$ cat src/rtl/jk_cmd_sequencer.sv
// Command sequencer for the modified JK flip-flop: buffers hold/reset/set/toggle commands,
// replays them as registered en/J/K drive and checks the fed-back q against a reference model.
// Optional build macro JK_CMD_STATS_EN adds a saturating completed-command counter (cmd_done_cnt).
module jk_cmd_sequencer #(
  parameter int DEPTH = 4,
  parameter int CNT_W = 4
) (
  input  logic             clk,
  input  logic             rst,
  input  logic             cmd_valid,
  input  logic [1:0]       cmd_op,
  input  logic [CNT_W-1:0] cmd_rep,
  output logic             cmd_ready,
  input  logic             clr_req,
  output logic             en,
  output logic             J,
  output logic             K,
  output logic             preset,
  output logic             prereset,
  input  logic             q_in,
  output logic             q_exp,
  output logic             q_known,
  output logic             mismatch,
  output logic             busy
`ifdef JK_CMD_STATS_EN
  ,
  output logic [15:0]      cmd_done_cnt
`endif
);

  localparam int AW = $clog2(DEPTH);
  localparam int EW = CNT_W + 2;

  typedef enum logic [1:0] {IDLE = 2'd0, ISSUE = 2'd1, CLR = 2'd2} state_t;

  state_t           state_q, ret_q;
  logic [EW-1:0]    mem_q [DEPTH];
  logic [AW:0]      wr_ptr_q, rd_ptr_q;
  logic [CNT_W-1:0] rem_q;
  logic [1:0]       op_q;
  logic             en_q, j_q, k_q, prereset_q;
  logic             q_exp_q, q_known_q, mismatch_q;

  logic             empty, full, push, fetch, finish;
  logic [EW-1:0]    head;
  logic [1:0]       head_op;
  logic [CNT_W-1:0] head_rep, head_rem;

  assign empty     = (wr_ptr_q == rd_ptr_q);
  assign full      = (wr_ptr_q[AW] != rd_ptr_q[AW]) && (wr_ptr_q[AW-1:0] == rd_ptr_q[AW-1:0]);
  assign cmd_ready = !full;
  assign push      = cmd_valid && !full;
  assign head      = mem_q[rd_ptr_q[AW-1:0]];
  assign head_op   = head[EW-1:CNT_W];
  assign head_rep  = head[CNT_W-1:0];
  assign head_rem  = (head_rep == '0) ? CNT_W'(1) : head_rep;

  // A clear cycle never consumes or completes a command; it only pauses it.
  assign finish = !clr_req && (state_q == ISSUE) && (rem_q == CNT_W'(1));
  assign fetch  = !clr_req && !empty &&
                  ((state_q == IDLE) || finish || ((state_q == CLR) && (ret_q == IDLE)));

  always_ff @(posedge clk) begin
    if (push) mem_q[wr_ptr_q[AW-1:0]] <= {cmd_op, cmd_rep};
  end

  always_ff @(posedge clk) begin
    if (rst)       wr_ptr_q <= '0;
    else if (push) wr_ptr_q <= wr_ptr_q + 1'b1;
  end

  always_ff @(posedge clk) begin
    if (rst) begin
      state_q    <= IDLE;
      ret_q      <= IDLE;
      rd_ptr_q   <= '0;
      rem_q      <= '0;
      op_q       <= 2'b00;
      en_q       <= 1'b0;
      j_q        <= 1'b0;
      k_q        <= 1'b0;
      prereset_q <= 1'b1;
      q_exp_q    <= 1'b0;
      q_known_q  <= 1'b0;
      mismatch_q <= 1'b0;
    end else begin
      // Reference model tracks what the flip-flop does with this cycle's drive.
      if (!prereset_q) begin
        q_exp_q   <= 1'b0;
        q_known_q <= 1'b1;
      end else if (en_q) begin
        case ({j_q, k_q})
          2'b01:   begin q_exp_q <= 1'b0; q_known_q <= 1'b1; end
          2'b10:   begin q_exp_q <= 1'b1; q_known_q <= 1'b1; end
          2'b11:   q_exp_q <= ~q_exp_q;
          default: ;
        endcase
      end
      if (q_known_q && (q_in != q_exp_q)) mismatch_q <= 1'b1;

      prereset_q <= 1'b1;
      if (clr_req) begin
        if (state_q != CLR) ret_q <= state_q;
        state_q    <= CLR;
        en_q       <= 1'b0;
        j_q        <= 1'b0;
        k_q        <= 1'b0;
        prereset_q <= 1'b0;
      end else if (fetch) begin
        rd_ptr_q <= rd_ptr_q + 1'b1;
        state_q  <= ISSUE;
        op_q     <= head_op;
        rem_q    <= head_rem;
        en_q     <= 1'b1;
        j_q      <= head_op[1];
        k_q      <= head_op[0];
      end else begin
        case (state_q)
          ISSUE: begin
            if (rem_q == CNT_W'(1)) begin
              state_q <= IDLE;
              en_q    <= 1'b0;
              j_q     <= 1'b0;
              k_q     <= 1'b0;
            end else begin
              rem_q <= rem_q - CNT_W'(1);
            end
          end
          CLR: begin
            if (ret_q == ISSUE) begin
              state_q <= ISSUE;
              en_q    <= 1'b1;
              j_q     <= op_q[1];
              k_q     <= op_q[0];
            end else begin
              state_q <= IDLE;
              en_q    <= 1'b0;
            end
          end
          default: begin
            state_q <= IDLE;
            en_q    <= 1'b0;
            j_q     <= 1'b0;
            k_q     <= 1'b0;
          end
        endcase
      end
    end
  end

`ifdef JK_CMD_STATS_EN
  always_ff @(posedge clk) begin
    if (rst)                                    cmd_done_cnt <= 16'd0;
    else if (finish && (cmd_done_cnt != 16'hFFFF)) cmd_done_cnt <= cmd_done_cnt + 16'd1;
  end
`endif

  assign en       = en_q;
  assign J        = j_q;
  assign K        = k_q;
  assign preset   = 1'b1;
  assign prereset = prereset_q;
  assign q_exp    = q_exp_q;
  assign q_known  = q_known_q;
  assign mismatch = mismatch_q;
  assign busy     = !empty || (state_q != IDLE);

endmodule

$ cat config.mk
export PLATFORM = sky130hd
export DESIGN_NAME = jk_cmd_sequencer
export DESIGN_NICKNAME = d
export VERILOG_FILES = /design/src/rtl/jk_cmd_sequencer.sv
export SDC_FILE = /design/constraint.sdc
export NUM_CORES = 1
export LEC_CHECK = 0
export CAP_MARGIN = 5
export CORE_UTILIZATION = 50
export DETAILED_ROUTE_END_ITERATION = 7
export HOLD_SLACK_MARGIN = 0.03
export PLACE_DENSITY = 0.71
export SETUP_SLACK_MARGIN = 0.4
export SYNTH_ARGS = -nofsm -noshare
export SYNTH_HDL_FRONTEND = slang
export SYNTH_SLANG_ARGS = --single-unit
$ cat constraint.sdc
create_clock -name clk -period 2.6 [get_ports clk]
set_clock_uncertainty 0.15 [all_clocks]
set_input_delay 0.39 -clock clk [delete_from_list [all_inputs] [get_ports clk]]
set_output_delay 0.39 -clock clk [all_outputs]
set_load 0.02 [all_outputs]
== Word-level counts from Yosys, hierarchy flattened ==
Memory sizes are Yosys's and may differ from the RTL's. A register that Yosys moved wholly into a read port is not among the register bits.
Cells that the tools add are included.

* Bits in registers: 23
* Output and inout bits: 10
* Memories: 1
* Bits of input ports: 11
* Word-level logic and storage cells: 96
* RAM bits: 24

{| class="wikitable"
|+ Memories
! name !! words !! bits a word !! rd ports !! clocked after Yosys merged registers in !! write ports !! RTL line !! RTL
|-
| mem_q || 4 || 6 || 1 || 1 || 1 || 37 || <nowiki>logic [EW-1:0] mem_q [DEPTH];</nowiki>
|}

* Eq/ne operators: 18
* Bitwise gates (word level): 3
* Add/subtract/negate cells: 3
* Reductions and logical operators: 29
* Mux-type cells: 28

{| class="wikitable"
|+ Operator list
! operator !! count
|-
| 4-bit two-way mux || 4
|-
| 1-bit two-way mux || 14
|-
| 2-bit two-way mux || 5
|-
| 2-bit AND reduction || 5
|-
| 1-bit logical AND || 8
|-
| 2-bit != test, second input constant || 4
|-
| 3-bit by 1-bit adder with 3-bit output, second input constant || 2
|-
| 2-bit by 1-bit == test with 1-bit output, second input constant || 3
|-
| 2-bit == test, second input constant || 3
|-
| 3-bit by 2-bit != test with 1-bit output, second input constant || 2
|-
| 1-bit one-hot mux with 2 select lines || 3
|-
| 2-bit OR reduction || 3
|-
| 4-bit by 1-bit == test with 1-bit output, second input constant || 1
|-
| 2-bit logical NOT || 2
|-
| 4-bit logical NOT || 1
|-
| 4-bit by 3-bit != test with 1-bit output, second input constant || 1
|-
| 2-bit one-hot mux with 2 select lines || 1
|-
| 2-bit nonzero test || 2
|-
| 4-bit by 1-bit subtractor with 4-bit output, second input constant || 1
|-
| 3-bit == test || 1
|-
| 1-bit logical NOT || 3
|-
| 1-bit logical OR || 3
|-
| 1-bit inverter || 3
|-
| 1-bit one-hot mux with 3 select lines || 1
|-
| other kinds (4) || 5
|}

== Depth between registers and ports, before layout ==
Gate-level depths: netlist (run 1).

* Word-level depth: 9
* Mapped depth: 8

== Worst setup path after synthesis (run 1) ==
OpenSTA, ideal clock, no wires.

* Path kind: register -> register
* Start point: register rem_q[1]
* End point: register rem_q[2]
* Clock period less this slack: 1.926 ns
* Arrival: 1.646 ns
* Cell stages (with the launch flop): 9
* Data required time: 2.319 ns
* Setup slack: 0.674 ns
* Setup time: 0.131 ns
* Cell sequence: dfxtp_1 -> inv_1 -> ha_1 -> or3b_4 -> o22ai_4 -> nand3_4 -> buf_6 -> a211oi_2 -> o32ai_1

* Longest elaborated chain between the ends: 7
* Elaborated cells on any way between the ends: 12
* Those cells by class: add/sub (1); eq/ne (2); mux (3); reduce/logical (6)

{| class="wikitable"
|+ Ends and longest elaborated chain
! element !! RTL line !! RTL
|-
| start: declaration || 39 || <nowiki>logic [CNT_W-1:0] rem_q;</nowiki>
|-
| start signal: assignment || 113 || <nowiki>rem_q <= head_rem;</nowiki>
|-
| start signal: assignment || 126 || <nowiki>rem_q <= rem_q - CNT_W'(1);</nowiki>
|-
| parallel branches: the longest is 7 deep, another holds 4-bit by 1-bit subtractor with 4-bit output || - ||
|}

Parallel ways; which one is timed is not known. The select of a mux whose other input is x is not followed.
A chain may end at the register's enable or synchronous reset.

== Worst setup path in the final report (run 1) ==
* Start point: register wr_ptr_q[1]
* End point: output port cmd_ready

* Longest elaborated chain between the ends: 3

{| class="wikitable"
|+ Ends and longest elaborated chain
! element !! RTL line !! RTL
|-
| start: declaration || 38 || <nowiki>logic [AW:0] wr_ptr_q, rd_ptr_q;</nowiki>
|-
| start signal: assignment || 69 || <nowiki>else if (push) wr_ptr_q <= wr_ptr_q + 1'b1;</nowiki>
|-
| 2-bit == test || 50 || <nowiki>assign full = (wr_ptr_q[AW] != rd_ptr_q[AW]) && (wr_ptr_q[AW-1:0] == rd_ptr_q[AW-1:0]);</nowiki>
|-
| 1-bit logical AND || 50 ||
|-
| 1-bit logical NOT || 51 || <nowiki>assign cmd_ready = !full;</nowiki>
|-
| end: declaration || 13 || <nowiki>output logic cmd_ready,</nowiki>
|}

Every way passes these cells.

==> out/qor.yml, run 1 <==
vias: 1396
yosysSeqAreaShare_pct: 55.72
p_sw_mw: 0.5924
critPathBufInv: 1
p_per_area_mw_per_mm2: 782.7
core_area_mm2: 0.004058
grt_pass1_vias: 1335
endpoint_kind: "primary output"
wl_per_cell_um: 15.26
syn2layout_area_growth_pct: 18.34
ios: 21
path_class: "reg -> out"
clockRootBuffer: "clkbuf_8"
place_inst: 240
cp_top_family: "buffers and inverters"
status: "completed"
drc: 0
firstDrtPassIters: 4
yosysWarnings: 0
cts_made_buffers: 5
cp.arrival_ps: 1580
cts-htree-levels: 2
dp_hpwl_um: 2709
cts_sinks: 48
worstPathRequired_ps: 2060
final-setup-viol-count: 0
slew_viol_final: 0
synthTopCellsByArea: "edfxtp_1, dfxtp_1, mux4_2"
drive_gt1_share_pct: 16.92
grt_max_degree: 22
synth_cell_types: 42
max-vdd-ir-drop_uv: 356.1
ant_nets: 0
grt_pass1_wl_um: 6182
grt_overflow: 0
seqPwrFrac_pct: 46.9
synth_top_area_share_pct: 33.43
synth_async_sr_flop_share_pct: 0
min_path_type: "reg -> reg"
ys.flop_type: "edfxtp_1"
post-place-ws_ps: 456.3
max_stage_delay_ps: 550
drtIter0Drc: 77
leakagePower_nw: 0.9540
finalHoldViolCount: 0
placedInstanceArea_mm2: 0.002399
fin_area_mm2: 0.002551
ctsLongestPathBuffers: 2
initial_core_util_pct: 53.13
insertion_delay_ps: 300
die_h_um: 67.67
cp_num_cells: 3
crit_slowest_cell: "clkdlybuf4s50_1"
final_cell_count_no_fill: 251
synth_top_cell_by_area: "edfxtp_1"
antenna_found_initial: 0
path_max_fanout: 4
start_kind: "register"
setup-tns-final_ps: 0
syn_nets: 195
setup_slack_ps: 482.4
ys_ff_latch: 48
fmax_mhz: 472.2
cts_tree: "built"
rsz0062_at_grt: "false"
worstHoldPathCells: 2
grt.busiest_layer: "met2"
gp_congestion: 0.7889
pwr-share-comb_pct: 25.8
switching_share_pct: 29.67
synth.avg_cell_area_um2: 12.39
fin_nets: 221
grt_use_total_pct: 18.95
syn_area_mm2: 0.002156
total_power_mw: 1.997
power_frac_clock_pct: 27.4
reg2reg_depth: 7
hold_ws_ps: 308.7
internal_power_mw: 1.404
crit_chain: "xnor2_2 > nand3_1 > clkdlybuf4s50_1"
synth_edf_count: 24
dieWidth_um: 67.67
grtUsageMet1_pct: 23.61
fp-row-count: 23
postSynthCellCount: 174
cap_viol_max_count: 0
grtUsageMet2_pct: 31.19
antenna_cells: 0
period_share_pct: 81.45
grt_util_met3_pct: 5.068
port_buffers: 19
vias_per_cell: 5.562
fin_crit_ps: 2118
clk_pin_slew_ps: 90
dieArea_mm2: 0.004579
synth_common_cells: "dfxtp_1, edfxtp_1, nor2_1"
utilization_pct: 62.87
routed_wl_um: 3831
power by group through the flow:
stage	combinational (mW)	clock, mW	sequential [mW]
floorplan	0.382	0	0.927
global placement	0.472	0	0.946
detailed placement	0.490	0	0.950
CTS	0.494	0.555	0.936
global route	0.564	0.586	0.948
finish	0.515	0.546	0.936
worst paths after layout:
path,start,to,slack (ps)
setup / recovery,wr_ptr_q[1],cmd_ready,480
hold / removal,op_q[1],op_q[1],310
setup reg to reg,rem_q[1],rem_q[1],530
hold reg to reg,op_q[1],op_q[1],310
cell type report:
cell class	instances	area [um2]
fill	329	1506
clock inverter	3	47.55
sequential	48	1202
tap	50	62.56
clock buffer	5	68.82
timing repair buffer	25	230.2
multi-input combinational	105	883.3
inverter	15	56.30
sequential cells by signal (all words and copies together), names as in the netlist, named ones only:
name      flops
op_q          2
state_q       2
q_exp         1
mem_q        24
rd_ptr_q      3
ret_q         2
prereset      1
K             1
wr_ptr_q      3
rem_q         4
q_known       1
J             1
mismatch      1
what timing repair did:
action / 4_1_cts / 5_1_grt
hold buffers: 0 / 0
setup buffers: 0 / 2
resized for setup: 5 / 1
pin swaps: 0 / 2
cloned: 0 / 1
endpoints found under the setup margin: 1 / 4
cell usage in the layout (no fill, tap or decap), types with 4 or more instances in the layout:
master / n
a21oi_1: 8
a311oi_1: 4
a31oi_1: 4
and2_1: 4
buf_4: 6
clkbuf_8: 5
clkdlybuf4s50_1: 18
dfxtp_1: 23
edfxtp_1: 24
ha_1: 10
inv_1: 14
mux2i_1: 4
mux4_2: 6
nand2_1: 4
nand2b_1: 5
nand4_1: 4
nor2_1: 15
xor2_1: 4
cell families (layout without fill, tap and decap cells):
logic type	after synthesis	after routing	synth area share (%)
mux	10	10	8.125
xor+xnor	8	8	3.250
compound gates	29	29	10.39
simple gates	46	47	12.07
buf+inv	22	48	4.469
flops	48	48	55.72
other cells	1	1	0.1739
fa+ha+maj	10	10	5.804
routing by layer:
layer / wire length [um] / up-vias
met5: 0 / -
li1: - / 677
met4: 70 / 0
met3: 167 / 8
met2: 1917 / 37
met1: 1676 / 674
worst register-to-register path, stage by stage, from the launching register on:
cell	delay (ps)
dfxtp_1	330
inv_1	80
ha_1	140
or3b_4	400
o22ai_4	250
nand3_4	210
mux2i_1	160
a311oi_1	270
Power figures use the tool's default switching activity.
==> inputs of run 2 (changes only) <==
- clock period: 2.6 -> 2.2 ns (I/O delays scaled with it)
==> run 2 against run 1 <==
Net effect:
- sequential share of layout area decreased by 3.0 points
- global-route usage increased by 2.4 points
- core utilization increased by 4.6 points
- sequential power increased by 20%
- count of clock-buffer cells in the layout unchanged
==> out/qor.yml, run 2 (synthesis gave the netlist of run 1 again) <==
status: "completed"
dieWidth_um: 67.67  # unchanged
antenna_cells: 0  # unchanged
setup_slack_ps: 176.2  # -306.2 ps
start_kind: "register"
endpoint_kind: "register"
period_share_pct: 91.99
cts_tree: "built"
cts_sinks: 48  # unchanged
utilization_pct: 67.50  # +4.6 points
worstPathRequired_ps: 2240  # +180 ps
initial_core_util_pct: 53.13  # unchanged
final-setup-viol-count: 0  # unchanged
layout_common_cells: "edfxtp_1, dfxtp_1, nor2_1"
vias: 1453  # +4.1%
cts-htree-levels: 2  # unchanged
core_area_mm2: 0.004058  # unchanged
fmax_mhz: 494.1
gp_congestion: 0.7740  # -1.9%
drive_gt1_share_pct: 30.14  # +13 points
setup-tns-final_ps: 0  # unchanged
min_path_type: "reg -> reg"
max-vdd-ir-drop_uv: 644.5  # +81%
grt_pass1_wl_um: 6789  # +9.8%
ant_nets: 0  # unchanged
cts_hold_buf: 0  # unchanged
die_h_um: 67.67  # unchanged
r2r-end: "rem_q[3]"
cts_made_buffers: 5  # unchanged
fin_nets: 229  # +3.6%
firstDrtPassIters: 4  # unchanged
drtIter0Drc: 74  # -3.9%
p_per_area_mw_per_mm2: 911.5  # +16%
dp_hpwl_um: 2791  # +3.0%
final_cell_count_no_fill: 259  # +3.2%
grt_use_total_pct: 21.36  # +2.4 points
insertion_delay_ps: 300  # about the same
startpoint: "rem_q[1]"
leakagePower_nw: 1.050  # +10%
hold_start: "mismatch"
rsz0062_at_grt: "true"
drc: 0  # unchanged
reg2reg_depth: 7  # unchanged
worstHoldPathCells: 2  # unchanged
cp.arrival_ps: 2060  # +480 ps
syn2layout_area_growth_pct: 27.05
rr_startpoint: "rem_q[1]"
path_class: "reg -> reg"
routed_wl_um: 4369  # +14%
port_buffers: 19  # unchanged
fp-row-count: 23  # unchanged
r2r_slack_ps: 180  # -350 ps
grt_overflow: 0  # unchanged
dieArea_mm2: 0.004579  # unchanged
wl_per_cell_um: 16.87  # +11%
vias_per_cell: 5.610  # +0.87%
largest_register_ff_count: 24  # unchanged
antenna_found_initial: 0  # unchanged
finalHoldViolCount: 0  # unchanged
clockRootBuffer: "clkbuf_8"
ios: 21  # unchanged
crit_end: "rem_q[3]"
ctsLongestPathBuffers: 2  # unchanged
fin_crit_ps: 2024
slew_viol_final: 0  # unchanged
grt_max_degree: 22  # unchanged
grt_pass1_vias: 1414  # +5.9%
final_common_cell: "edfxtp_1"
place_inst: 243  # +1.3%
post-place-ws_ps: 113.3  # -343.0 ps
path_max_fanout: 6  # +2
cap_viol_max_count: 0  # unchanged
clk_pin_slew_ps: 90  # about the same
-- run 2: cell types whose count changed in the layout (fill, tap and decap cells not counted), moves of 3 or more --
cell             delta
and2_1              -3
and2_2              +3
buf_4               +6
clkdlybuf4s50_1     -7
nand2_2             +3
nand2_1             -3
dfxtp_2             +6
dlygate4sd2_1       +5
dfxtp_1             -6
-- run 2: per-stage QoR --
stage,power [mW],area [um2],hold WS [ps]
2_1_floorplan,1.546,2156,278.9
4_1_cts,2.453,2686,328.4
6_report,2.497,2739,324.0
3_3_place_gp,1.688,2421,288.1
3_5_place_dp,1.712,2421,314.1
5_1_grt,2.610,2739,345.1
-- run 2: area by class of cell --
cell class	instances	area (um2)
sequential	48	1210
fill	287	1319
multi-input combinational	105	993.5
timing repair buffer	33	305.3
inverter	15	56.30
clock inverter	3	42.54
clock buffer	5	68.82
tap	50	62.56
-- run 2: worst min path at each step --
stage | to | slack (ps)
after detailed placement | mismatch | 310
after global routing | q_exp | 350
after CTS | op_q[0] | 330
after floorplan | mem_q[0][0] | 280
after global placement | op_q[0] | 290
final | mismatch | 320
-- run 2: repair_timing --
action | CTS | global route
resized for setup | 31 | 12
setup buffers | 6 | 1
gates cloned | 1 | 0
setup endpoints to repair | 45 | 43
pin swaps | 10 | 6
-- run 2: layer usage --
metal / routed length (um) / share of wire (%) / up-vias / GRT usage [%]
met5: 0 / 0 / - / 0
met1: 1802 / 41 / 696 / 24.37
met3: 169 / 3.9 / 14 / 6.250
met4: 157 / 3.6 / 0 / 10.64
li1: - / - / 702 / -
met2: 2239 / 51 / 41 / 36.14
-- run 2: worst max-delay path, stage by stage (launching register included) --
cell and delay [ps]:
dfxtp_2 340, inv_2 80, ha_4 110, or3b_4 390, o22ai_4 230, nand3_4 190, a211oi_2 280, o32ai_2 120
-- run 2: power by group --
part | switching [mW] | internal, mW | leakage [nW]
sequential | 0.0938 | 1.03 | 0.420
clock | 0.294 | 0.337 | 0.0558
combinational | 0.375 | 0.370 | 0.575
==> inputs of run 3 (changes only) <==
- CORE_MARGIN: unset -> 8
- CTS_CLUSTER_DIAMETER: unset -> 120
==> run 3 against run 2 <==
Net effect:
- sequential share of layout area is 0.86 points higher
- clock power increased by 1%
- final area fell by 1.9%
- critical path depth increased by 1
- combinational power shrank 2.7%
- sequential power hardly changed
- worst hold slack lost 6.0 ps
- maximum frequency rose by 1.2%
- register-to-register slack better by 20 ps
- highest routed layer unchanged
==> out/qor.yml, run 3 (synthesis gave the netlist of run 1 again) <==
crit_slowest_cell: "or3b_4"
grt_pass1_vias: 1477  # +4.5%
critPathBufInv: 2  # +1
status: "completed"
setup_slack_ps: 200.5  # +24.32 ps
wl_per_cell_um: 16.17  # -4.1%
routed_wl_um: 4237  # -3.0%
setup-tns-final_ps: 0  # unchanged
cts_tree: "built"
drc: 0  # unchanged
initial_core_util_pct: 50.56  # -2.6 points
crit_chain: "inv_2 > ha_4 > or3b_4 > o22ai_4 > nand3_4 > buf_12 > mux2i_1 > nor2_1"
max-vdd-ir-drop_uv: 561.0  # -13%
ctsLongestPathBuffers: 2  # unchanged
antenna_cells: 0  # unchanged
port_buffers: 19  # unchanged
layout_common_cells: "edfxtp_1, dfxtp_1, nor2_1, buf_4, inv_1"
grt_pass1_wl_um: 6893  # +1.5%
drive_gt1_share_pct: 27.62  # -2.5 points
cts_sinks: 48  # unchanged
syn2layout_area_growth_pct: 24.61
grt_overflow: 0  # unchanged
endpoint_kind: "register"
ios: 21  # unchanged
fin_nets: 230  # +0.44%
drtIter0Drc: 62  # -16%
start_kind: "register"
grt.busiest_layer: "met2"
max_stage_delay_ps: 390  # about the same
grt_use_total_pct: 13.64  # -7.7 points
final-setup-viol-count: 0  # unchanged
grtUsageMet1_pct: 14.42  # -9.9 points
vias_per_cell: 5.408  # -3.6%
vias: 1417  # -2.5%
dieWidth_um: 81.67  # +21%
fmax_mhz: 500.1  # +1.2%
cap_viol_max_count: 0  # unchanged
slew_viol_final: 0  # unchanged
leakagePower_nw: 1.038  # -1.1%
rsz0062_at_grt: "true"
largest_register_ff_count: 24  # unchanged
utilization_pct: 63.00  # -4.5 points
place_inst: 245  # +0.82%
ant_nets: 0  # unchanged
firstDrtPassIters: 4  # unchanged
grt_max_degree: 17  # -23%
cts_made_buffers: 5  # unchanged
path_max_fanout: 7  # +1
cp_top_family: "simple AND/OR/NAND/NOR gates"
grtUsageMet2_pct: 26.41  # -9.7 points
finalHoldViolCount: 0  # unchanged
post-place-ws_ps: 97.52  # -15.76 ps
path_class: "reg -> reg"
fin_crit_ps: 1999  # -24.32 ps
clockRootBuffer: "clkbuf_8"
hold_ws_ps: 318.1  # -5.961 ps
worstPathRequired_ps: 2230  # about the same
p_per_area_mw_per_mm2: 923.1  # +1.3%
cp.arrival_ps: 2030  # -30 ps
insertion_delay_ps: 300  # about the same
core_area_mm2: 0.004264  # +5.1%
die_h_um: 81.67  # +21%
final_common_cell: "edfxtp_1"
grt_util_met3_pct: 2.954  # -3.3 points
antenna_found_initial: 0  # unchanged
final_cell_count_no_fill: 262  # +1.2%
cts-htree-levels: 2  # unchanged
dieArea_mm2: 0.006669  # +46%
period_share_pct: 90.89  # -1.1 points
clk_pin_slew_ps: 90  # about the same
dp_hpwl_um: 3000  # +7.5%
gp_congestion: 0.7734  # about the same
min_path_type: "reg -> reg"
fp-row-count: 24  # +4.3%
==> run 3: changes by cell type in the layout (fill, tap and decap cells not counted), sizes merged <==
cell           previous run  this run
clkinvlp                  0         1
dlygate4sd2               5         4
inv                      14        15
buf                      15        18
clkinv                    3         1
nand3                     5         4
clkdlybuf4s50            11        12
dlymetal6s2s              2         1
==> run 3: path summary, 6_finish.rpt <==
| path | from | depth (start not counted) | slack [ps] | end |
|---|---|---|---|---|
| max | rem_q[1] | 8 | 200 | register |
| min | op_q[0] | 2 | 320 | op_q[0] |
| max reg2reg | rem_q[1] | 8 | 200 | register |
| min reg2reg | op_q[0] | 2 | 320 | op_q[0] |
==> run 3: cell type report <==
cell class	count	area (um2)
clock buffers	5	68.82
clock inverters	3	46.29
fillers	326	1578
inverters	15	56.30
multi-input cells	104	923.4
flip-flops and latches	48	1210
well taps	52	65.06
repair buffers	35	316.6
==> run 3: power breakdown <==
group          switching [mW]  internal [mW]
logic                   0.350          0.375
registers              0.0884           1.03
clock network           0.296          0.342
total                   0.734           1.75
==> run 3: tightest hold or removal path, cell delays in order, from the launching register on <==
cell	delay [ps]
dfxtp_1	320
nand2_1	60
a21oi_1	50
==> run 3: what timing repair did <==
| item | CTS | global route |
|---|---|---|
| gates resized for setup | 28 | 7 |
| pin swaps | 8 | 5 |
| hold buffers | 0 | 0 |
| setup endpoints to repair | 39 | 42 |
| setup buffers | 7 | 2 |
==> run 3: through the flow <==
step                instance area (um2)  power, mW
global route                       2686      2.601
CTS                                2643      2.434
global placement                   2424      1.680
detailed placement                 2424      1.712
floorplan                          2156      1.546
finish                             2686      2.480
==> run 3: routing by layer <==
metal  part of all wire (%)  wire [um]  up-vias
met3                    2.8        117        4
met1                     41       1730      705
li1                       -          -      694
met2                     56       2353       14
met4                   0.85         36        0
met5                      0          0        -
